File: src/rtl/inst_fetch_queue.sv
`default_nettype none
// +----------------------------------------------------------------------------+
// | inst_fetch_queue                                                           |
// | Fetch PC generator, single-outstanding memory port and decode-side FIFO    |
// | with redirect flush. Optional macro: FETCH_BYPASS_EN (same-cycle bypass).  |
// | Revision: 1.0                                                              |
// +----------------------------------------------------------------------------+
module inst_fetch_queue #(
    parameter int          DEPTH    = 4,
    parameter logic [31:0] RESET_PC = 32'h0
) (
    input  logic        clk,
    input  logic        rst,
    output logic        mem_req,
    output logic [31:0] mem_addr,
    input  logic        mem_gnt,
    input  logic        mem_rvalid,
    input  logic [31:0] mem_rdata,
    input  logic        redirect,
    input  logic [31:0] redirect_pc,
    output logic        out_valid,
    input  logic        out_ready,
    output logic [31:0] inst,
    output logic [31:0] pc_addr
);

    localparam int              PTR_W     = $clog2(DEPTH);
    localparam logic [PTR_W:0]  DEPTH_CNT = (PTR_W + 1)'(DEPTH);

    typedef enum logic [1:0] {
        IDLE = 2'd0,
        REQ  = 2'd1,
        RESP = 2'd2,
        DROP = 2'd3
    } state_t;

    state_t             state, state_next;
    logic [31:0]        fetch_pc, fetch_pc_next, issued_pc;
    logic [31:0]        fifo_inst [DEPTH];
    logic [31:0]        fifo_pc   [DEPTH];
    logic [PTR_W-1:0]   wr_ptr, rd_ptr;
    logic [PTR_W:0]     count, count_next;
    logic               resp_hit, bypass, push, pop;
    logic               unused_pc_bits;

    assign unused_pc_bits = ^redirect_pc[1:0];

    assign resp_hit = (state == RESP) && mem_rvalid && !redirect;

`ifdef FETCH_BYPASS_EN
    assign bypass = resp_hit && (count == '0);
`else
    assign bypass = 1'b0;
`endif

    // A bypassed word consumed the same cycle never occupies a slot
    assign push       = resp_hit && !(bypass && out_ready);
    assign pop        = (count != '0) && out_ready && !redirect;
    assign count_next = count + {{PTR_W{1'b0}}, push} - {{PTR_W{1'b0}}, pop};

    assign out_valid = ((count != '0) || bypass) && !redirect;
    assign inst      = bypass ? mem_rdata : fifo_inst[rd_ptr];
    assign pc_addr   = bypass ? issued_pc : fifo_pc[rd_ptr];
    assign mem_req   = (state == REQ);
    assign mem_addr  = fetch_pc;

    always_comb begin
        state_next    = state;
        fetch_pc_next = fetch_pc;
        if (redirect) begin
            fetch_pc_next = {redirect_pc[31:2], 2'b00};
        end
        case (state)
            IDLE: begin
                if (!redirect && (count < DEPTH_CNT)) state_next = REQ;
            end
            REQ: begin
                if (redirect) begin
                    state_next = mem_gnt ? DROP : IDLE;
                end else if (mem_gnt) begin
                    fetch_pc_next = fetch_pc + 32'd4;
                    state_next    = RESP;
                end
            end
            RESP: begin
                if (redirect) begin
                    state_next = mem_rvalid ? IDLE : DROP;
                end else if (mem_rvalid) begin
                    state_next = (count_next < DEPTH_CNT) ? REQ : IDLE;
                end
            end
            DROP: begin
                // The stale response retires the outstanding transaction even if a
                // new redirect lands on the same cycle; nothing else is pending.
                if (mem_rvalid) state_next = IDLE;
            end
            default: state_next = IDLE;
        endcase
    end

    always_ff @(posedge clk or negedge rst) begin
        if (!rst) begin
            state     <= IDLE;
            fetch_pc  <= RESET_PC;
            issued_pc <= 32'h0;
            wr_ptr    <= '0;
            rd_ptr    <= '0;
            count     <= '0;
            for (int i = 0; i < DEPTH; i++) begin
                fifo_inst[i] <= 32'h0;
                fifo_pc[i]   <= 32'h0;
            end
        end else begin
            state    <= state_next;
            fetch_pc <= fetch_pc_next;
            if ((state == REQ) && mem_gnt) begin
                issued_pc <= fetch_pc;
            end
            if (redirect) begin
                wr_ptr <= '0;
                rd_ptr <= '0;
                count  <= '0;
            end else begin
                if (push) begin
                    fifo_inst[wr_ptr] <= mem_rdata;
                    fifo_pc[wr_ptr]   <= issued_pc;
                    wr_ptr            <= wr_ptr + PTR_W'(1);
                end
                if (pop) begin
                    rd_ptr <= rd_ptr + PTR_W'(1);
                end
                count <= count_next;
            end
        end
    end

endmodule
`default_nettype wire

File: config.mk
export PLATFORM = sky130hd
export DESIGN_NAME = inst_fetch_queue
export DESIGN_NICKNAME = d
export VERILOG_FILES = /design/src/rtl/inst_fetch_queue.sv
export SDC_FILE = /design/constraint.sdc
export NUM_CORES = 1
export LEC_CHECK = 0
export CAP_MARGIN = 10
export CORE_MARGIN = 2
export CORE_UTILIZATION = 60
export DETAILED_ROUTE_END_ITERATION = 8
export MAX_ROUTING_LAYER = met4
export PLACE_DENSITY_LB_ADDON = 0.08
export REMOVE_ABC_BUFFERS = 1
export SYNTH_ARGS = -nofsm -noshare
export SYNTH_HDL_FRONTEND = slang
export SYNTH_SLANG_ARGS = --single-unit
File: constraint.sdc
create_clock -name clk -period 3.4 [get_ports clk]
set_input_delay 0.85 -clock clk [delete_from_list [all_inputs] [get_ports clk]]
set_output_delay 0.85 -clock clk [all_outputs]
set_load 0.05 [all_outputs]
== Word level (Yosys, flattened, before mapping) ==
Index checks and enable logic that the tools add are counted.
Word-level totals
  register bits: 329
  bits of input ports: 70
  word-level logic and storage cells: 78
  output and inout bits: 98
Cells by class
  reduce and logical (&&, ||, !) cells: 15
  bitwise logic cells: 3
  magnitude comparators: 5
  $add $sub $neg: 5
  mux-type cells: 29
  equal/unequal tests: 7
Operators by type and width (count)
  $mux W32: 9
  $bwmux W128: 2
  $bmux W32 S2: 2
  $demux W32 S2: 1
  $add A32 B3 Y32 const B: 1
  $mux W2: 12
  $logic_and A1 B1 Y1: 8
  $pmux W2 S4: 1
  $ge A3 B3 Y1 const B: 2
  $lt A3 B3 Y1 const B: 2
  $not A2 Y3: 2
  $add A2 B1 Y2 const B: 2
  $eq A2 B2 Y1 const B: 2
  $ne A2 B2 Y1 const B: 2
  $reduce_and A4 Y1: 1
  $reduce_bool A2 Y1: 2
  $add A3 B1 Y3: 1
  $lt A3 B1 Y1 const B: 1
  $mux W3: 1
  $ne A3 B1 Y1 const B: 1
  $ne A3 B3 Y1 const B: 1
  $reduce_bool A3 Y1: 1
  $sub A3 B1 Y3: 1
  $eq A2 B1 Y1 const B: 1
  5 further kinds: 5

== Longest topological paths before layout ==
Gate-level depths: netlist of run 1.
  depth after elaboration: 10
  gate-level depth with buffers: 11
  gate-level depth less buffers: 11

== Worst setup path before layout of run 1 ==
Ideal clock, no wire load.
  path type: input port to flip-flop
  start point: in redirect
  end point: reg state[0]
  data required time: 3266 ps
  setup time: 134 ps
  path buffers: 1
  setup slack: 673 ps
  arrival time: 2593 ps
  cell stages on the path: 11
  path through: clkbuf_1 > nor3_1 > inv_1 > ha_1 > inv_1 > ha_1 > inv_1 > fa_1 > xnor2_1 > nor2_1 > a31oi_1
Between the ends
  word-level cells in the longest chain between the ends: 9
  elaborated cells on any way between the ends: 16
  those cells by class: add/sub (2); order compare (1); eq/ne (3); mux (5); reduce/logical (5)
Ends and longest elaborated chain
  from (decl): RTL line 19  | input logic redirect,
  $logic_not A1 Y1: RTL line 48, 58, 75
  $logic_and A1 B1 Y1: RTL line 48  | assign resp_hit = (state == RESP) && mem_rvalid && !redirect;
  $add A3 B1 Y3: RTL line 59  | assign count_next = count + {{PTR_W{1'b0}}, push} - {{PTR_W{1'b0}}, pop};
  $sub A3 B1 Y3: RTL line 59
  $lt A3 B3 Y1: RTL line 89  | state_next = (count_next < DEPTH_CNT) ? REQ : IDLE;
  $mux W1: RTL line 89
  $mux W2: RTL line 88  | end else if (mem_rvalid) begin
  $mux W2: RTL line 86  | if (redirect) begin
  $pmux W2 S4: RTL line 73  | case (state)
  to (signal assigned): RTL line 114  | state <= state_next;
  to (decl): RTL line 37  | state_t state, state_next;
Parallel ways exist; a longest one is shown, timed or not. The select of a mux whose other input is x is not followed.
A chain may end at the register's enable or synchronous reset.

== Worst setup path in the final report of run 1 ==
  start point: reg rd_ptr[0]
  end point: out pc_addr[15]
Between the ends
  word-level cells in the longest chain between the ends: 4
Ends and longest elaborated chain
  from (decl): RTL line 41  | logic [PTR_W-1:0] wr_ptr, rd_ptr;
  from (signal assigned): RTL line 130  | rd_ptr <= rd_ptr + PTR_W'(1);
  $not A2 Y3 (implied by the code): RTL line 63  | assign pc_addr = bypass ? issued_pc : fifo_pc[rd_ptr];
  $bmux W32 S2: RTL line 63
  $mux W32 (implied by the code) (2 in a row): RTL line 63
  to (decl): RTL line 24  | output logic [31:0] pc_addr
No other way between the ends. The select of a mux whose other input is x is not followed.

==> results of run 1 <==
-- cell usage in the layout (no fill, tap or decap), types with 4 or more instances in the layout --
cell type	Yosys	routed
or4_1	13	13
nor3_1	7	7
clkbuf_1	43	8
o21ai_0	27	27
clkdlybuf4s50_1	0	100
bufinv_16	0	4
a31oi_1	18	18
nand2_4	0	4
nand3_1	10	10
or3_1	7	7
xnor2_1	12	12
mux4_2	64	64
nor2_1	28	28
buf_4	0	85
clkbuf_8	0	6
nor2b_1	5	5
nand2_1	111	107
clkbuf_16	0	37
ha_1	7	7
nand4_1	6	6
o31ai_1	10	10
buf_12	0	8
inv_1	12	12
xor2_1	4	4
mux2_2	257	257
dfrtp_1	329	327
clkinv_2	0	6
-- registers in the layout (all words and copies together) (netlist names) --
name	cells
count	3
fifo_inst	128
fifo_pc	128
issued_pc	32
mem_addr	32
rd_ptr	2
state	2
wr_ptr	2
-- final cells by class --
type | count | area (um2)
clock buffers | 51 | 1039
clock inverters | 11 | 158.9
fillers | 1536 | 5934
inverters | 13 | 48.80
multi-input cells | 605 | 5908
flip-flops and latches | 329 | 8240
well taps | 319 | 399.1
repair buffers | 194 | 1814
-- worst max path at each step --
stage	cells after the start	slack (ns)	startpoint	end
after CTS	3	0.22	rd_ptr[0]$_DFFE_PN0P_	pc_addr[24]
after floorplan	1	-0.86	rd_ptr[0]$_DFFE_PN0P_	inst[0]
after detailed placement	5	0.20	mem_gnt	mem_addr[24]$_DFF_PN0_
final	3	0.25	rd_ptr[0]$_DFFE_PN0P_	pc_addr[15]
after global placement	5	0.21	mem_gnt	mem_addr[27]$_DFF_PN0_
after global routing	3	0.15	rd_ptr[0]$_DFFE_PN0P_	pc_addr[24]
-- where the power goes --
part | switching (W) | internal [W] | total, W | leakage, nW
Combinational | 0.00317 | 0.00213 | 0.00530 | 3.39
Clock | 0.00148 | 0.00243 | 0.00391 | 0.593
Sequential | 0.000611 | 0.00474 | 0.00535 | 4.37
Total | 0.00527 | 0.00930 | 0.0146 | 8.35
-- worst reg2reg max path, cell delays in order, from the launching register on --
cell and delay, ns:
dfrtp_1 0.46, nand4_2 0.22, or4_1 0.89, or4_1 0.58
a31oi_1 0.17
-- kinds of logic after synthesis --
| logic type | Yosys count | synth area share, % |
|---|---|---|
| simple gates | 200 | 6.453 |
| buf+inv | 73 | 2.058 |
| mux | 322 | 30.16 |
| flops | 329 | 57.14 |
| fa+ha+maj | 8 | 0.7468 |
| xor+xnor | 16 | 0.9726 |
| compound gates | 59 | 2.466 |
-- stage by stage --
stage | instances | instance area (um2)
floorplan | 947 | 14160
global placement | 1460 | 16410
detailed placement | 1460 | 16410
CTS | 1522 | 17610
global route | 1522 | 17610
finish | 1522 | 17610
-- layer usage --
layer | GRT usage [%] | share of wire (%) | routed length, um
met5 | - | 0 | 0
met2 | 41.17 | 48 | 14880
met4 | 6.240 | 1.8 | 572
met1 | 36.71 | 45 | 14060
met3 | 3.881 | 4.7 | 1451
==> results by group, run 1 <==
Global route
  • First-pass GRT wire length: 51290 um
  • Gr usage total: between 20% and 30%
  • Vias in the first global route: 9593
  • Initial antenna violation count: 0
  • Largest net degree at the start of global routing: 80
  • Total congestion overflow: 0

Final layout
  • Fin nets: 1256
  • Diode count: 0
  • Share of cells above drive strength 1: around 40%
  • Synthesis-to-finish area growth: 22.21%
  • Core Util, Final: between 70% and 80%

Clock tree
  • Clk Latency, worst-skew pair: 0.50 ns
  • Post_cts resized: 0
  • Total CTS buffers: 35
  • CTS Root Cell: clkbuf_16
  • # hold bufs at CTS: 0
  • Clock tree buffer depth: 3
  • # Post-CTS Setup Buffers: 0
  • CTS tree: yes
  • Worst-path clk slew: 0.06 ns
  • H-Tree Depth: 2
  • Sink Count: 329

Timing
  • Tmin final: 3.153 ns
  • Setup Viol. Count Final: 0
  • Worst relative slew slack: around 48%
  • Unrepaired setup endpoints after global routing: false
  • Fmax: 317.2 MHz
  • Setup WS post-layout: 0.2473 ns
  • Final-report max-slew violation count: 0
  • Final Hold Fails: 0
  • Worst hold slack: approximately 0.33 ns
  • Final worst path period share: 92.73%
  • Final TNS setup: 0 ns
  • Setup Skew: 0.009533 ns
  • Worst slew pin tran: 0.7825 ns

Synthesis
  • Yosys top cell area share: about 57%
  • Synth cell count leaders: dfrtp_1, mux2_2, nand2_1
  • Most used DFF post-synth: dfrtp_1
  • Count leader, synth: dfrtp_1
  • Synth cell types: 39
  • Leading area contributor after synthesis: dfrtp_1
  • Cells after Synth: 1007
  • Register bit count reported by yosys: between 300 and 400
  • Synth Warn #: 0
  • Syn_area_per_cell: 14.31 um2
  • Post-synth EDFFs: 0
  • Mapped cell area: 14410 um2
  • Fraction of registers with async set/reset: 100.0%
  • Sequential-to-total area share from yosys stat: approximately 57%
  • Synth top area cells: dfrtp_1, mux2_2, mux4_2, nand2_1, clkbuf_1

Power
  • PwrDens: a little over 800 nW/um2
  • Worst VDD drop: 0.0005791 V
  • Power Total: 0.01456 W
  • Leak Pwr: around 8.4 nW

Place
  • # port buffers: 165
  • Final GP Congestion: 0.7901
  • Hpwl dp: just under 20000 um
  • Pre-CTS setup slack: 0.1984 ns

Critical path
  • CP arrival: 2.30 ns
  • Critical path capture point type: primary output
  • Slowest cell on crit path: mux4_2
  • Startpoint type of the worst setup path: flop
  • Worst EP required: 2.55 ns
  • RR Endpoint: mem_addr[24]$_DFF_PN0_
  • R2r worst-path depth: 4
  • Kind of critical path: flop to primary output
  • Worst-path cell chain: buf_12 -> mux4_2 -> buf_4
  • Largest stage delay, worst path: 0.63 ns
  • Setup slack, reg-to-reg: 1.00 ns
  • CP max FO: 65
  • Reg-to-reg startpoint: mem_addr[5]$_DFF_PN0_
  • Cell family with most CP delay: buffers and inverters
  • WP buf/inv: 2

Die
  • Core area: 23540 um2
  • Boundary pin count: between 150 and 200
  • Initial Utilization: between 60% and 70%
  • Die ar.: 25270 um2
  • Cell row count: 56
  • Die Ht: 159.0 um
  • Die W: 159.0 um

Run status
  • Status: complete, no violations

Detailed routing
  • DR pass1 iterations: 4
  • Post-route ant nets: 0
  • Vias/cell: between 5 and 6
  • Vias after detailed routing: approximately 8900
  • First-iteration detailed-routing DRC count: 525
  • # DRC: 0
  • Drt wl/cell: between 20 and 25 um
  • Final wirelength: 30970 um

Min path
  • Hold Path Class: input pin to async pin

Job
  • Maxcap violations: 0
(Power assumes the default switching activity.)
==> run 2: changes to the inputs <==
Settings changed: MAX_ROUTING_LAYER met4 to unset.
==> run 2 against run 1 <==
Against the previous run:
- largest cell class unchanged
- design area stayed put
- clock skew hardly changed
- critical path depth stayed put
- flip-flop and latch count stayed put
- total power hardly changed
- sequential share of layout area stayed put
==> results by group, run 2 (synthesis results as in run 1) <==
Timing
  • Setup Skew: 0.009355 ns (-0.0001780 ns)
  • Fmax: 319.9 MHz (+0.85%)
  • Final TNS setup: 0 ns (unchanged)
  • Setup Viol. Count Final: 0 (unchanged)
  • Tmin final: 3.126 ns (-0.02668 ns)
  • Setup WS post-layout: 0.2740 ns (+0.02668 ns)
  • Worst relative slew slack: 45.37% (-2.1 points)
  • Final worst path period share: 91.94% (-0.78 points)
  • Worst slew pin tran: 0.8145 ns (+0.03199 ns)
  • Worst hold slack: 0.3289 ns (-0.001182 ns)
  • Unrepaired setup endpoints after global routing: false
  • Final-report max-slew violation count: 0 (unchanged)
  • Final Hold Fails: 0 (unchanged)

Critical path
  • Critical path capture point type: primary output
  • Startpoint type of the worst setup path: flop
  • RR Endpoint: mem_addr[26]$_DFF_PN0_
  • CP arrival: 2.28 ns (-0.02 ns)
  • Setup slack, reg-to-reg: 1.00 ns (about the same)
  • R2r worst-path depth: 4 (unchanged)
  • Reg-to-reg startpoint: mem_addr[6]$_DFF_PN0_
  • CP max FO: 65 (unchanged)
  • Worst EP required: 2.55 ns (about the same)
  • Kind of critical path: flop to primary output

Die
  • Die Ht: 159.0 um (unchanged)
  • Cell row count: 56 (unchanged)
  • Boundary pin count: 168 (unchanged)
  • Die ar.: 25270 um2 (unchanged)
  • Die W: 159.0 um (unchanged)
  • Core area: 23540 um2 (unchanged)
  • Initial Utilization: 61.20% (unchanged)

Clock tree
  • # Post-CTS Setup Buffers: 0 (unchanged)
  • CTS Root Cell: clkbuf_16
  • Clock tree buffer depth: 3 (unchanged)
  • # hold bufs at CTS: 0 (unchanged)
  • Clk Latency, worst-skew pair: 0.50 ns (about the same)
  • H-Tree Depth: 2 (unchanged)
  • Post_cts resized: 0 (unchanged)
  • Total CTS buffers: 35 (unchanged)
  • Worst-path clk slew: 0.06 ns (about the same)
  • CTS tree: yes
  • Sink Count: 329 (unchanged)

Final layout
  • Top flop regs: fifo_inst (128), fifo_pc (128)
  • Synthesis-to-finish area growth: 22.21% (unchanged)
  • Reg area: 8240 um2 (unchanged)
  • Fin nets: 1256 (unchanged)
  • Commonest non-fill, non-tap cells in the layout: dfrtp_1, mux2_2, nand2_1, clkdlybuf4s50_1, buf_4
  • Diode count: 0 (unchanged)
  • Share of cells above drive strength 1: 39.65% (unchanged)
  • Final instance area: 17610 um2 (unchanged)
  • Fill cells: 1536 (unchanged)
  • Most common cell after layout, fill and taps aside: dfrtp_1
  • Multi-input gate area: 5908 um2 (unchanged)

Detailed routing
  • Vias after detailed routing: 8968 (+0.26%)
  • # DRC: 0 (unchanged)
  • Routed met1 length: 14170 um (+0.76%)
  • Vias/cell: 5.892 (+0.26%)
  • Routed wl met2: 14860 um (-0.15%)
  • Drt wl/cell: 20.36 um (about the same)
  • DR pass1 iterations: 5 (+1)
  • Met3 routed WL: 1398 um (-3.7%)
  • Max Used Layer: met4
  • Final wirelength: 30990 um (about the same)
  • Post-route ant nets: 0 (unchanged)
  • First-iteration detailed-routing DRC count: 546 (+4.0%)

Run status
  • Status: complete, no violations

Global route
  • First-pass GRT wire length: 51250 um (about the same)
  • Largest net degree at the start of global routing: 80 (unchanged)
  • Initial antenna violation count: 0 (unchanged)
  • Vias in the first global route: 9602 (+0.094%)
  • Total congestion overflow: 0 (unchanged)
  • Gr usage total: 25.29% (-0.83 points)

Power
  • Worst VDD drop: 0.0005793 V (about the same)
  • Power Total: 0.01457 W (about the same)
  • Leak Pwr: 8.352 nW (unchanged)
  • PwrDens: 827.3 nW/um2 (about the same)

Place
  • Hpwl dp: 19340 um (unchanged)
  • # port buffers: 165 (unchanged)
  • Final GP Congestion: 0.7793 (-1.4%)
  • Pre-CTS setup slack: 0.1984 ns (unchanged)
  • Area after DPL: 16410 um2 (unchanged)

Job
  • Maxcap violations: 0 (unchanged)

Min path
  • Hold Path Class: input pin to async pin
[run 2: cell counts in the layout (fill, tap and decap cells not counted)]
No cell type changed its count.
[run 2: through the flow]
step	utilization (%)	instances
floorplan	-	947
global placement	69.71	1460
detailed placement	69.71	1460
CTS	74.79	1522
global route	74.79	1522
finish	74.79	1522
[run 2: how the worst max path moves through the flow]
stage | start | end | slack [ns] | depth (start not counted)
after CTS | rd_ptr[0]$_DFFE_PN0P_ | pc_addr[24] | 0.22 | 3
final | rd_ptr[0]$_DFFE_PN0P_ | pc_addr[24] | 0.27 | 3
after floorplan | rd_ptr[0]$_DFFE_PN0P_ | inst[0] | -0.86 | 1
after global routing | rd_ptr[0]$_DFFE_PN0P_ | pc_addr[24] | 0.15 | 3
after detailed placement | mem_gnt | mem_addr[24]$_DFF_PN0_ | 0.20 | 5
after global placement | mem_gnt | mem_addr[27]$_DFF_PN0_ | 0.21 | 5
[run 2: power breakdown]
group	internal [W]	switching, W	total, W	leakage [nW]
Sequential	0.00474	0.000612	0.00535	4.37
Clock	0.00243	0.00149	0.00392	0.593
Combinational	0.00213	0.00317	0.00530	3.39
[run 2: layout make-up]
class                   instances  area share, %
multi-input cells             605          33.55
inverters                      13         0.2771
flip-flops and latches        329          46.80
clock buffers                  51          5.898
repair buffers                194          10.30
clock inverters                11         0.9024
well taps                     319          2.267
[run 2: worst max-delay path, stage by stage, from the launching register on]
cell,delay (ns)
dfrtp_4,0.44
buf_12,0.47
mux4_2,0.63
buf_4,0.22
[run 2: per-layer routing]
| metal | track usage (%) | vias up |
|---|---|---|
| met3 | 4.090 | 44 |
| met5 | 0 | - |
| li1 | - | 4027 |
| met4 | 6.240 | 0 |
| met2 | 41.21 | 203 |
| met1 | 36.42 | 4694 |
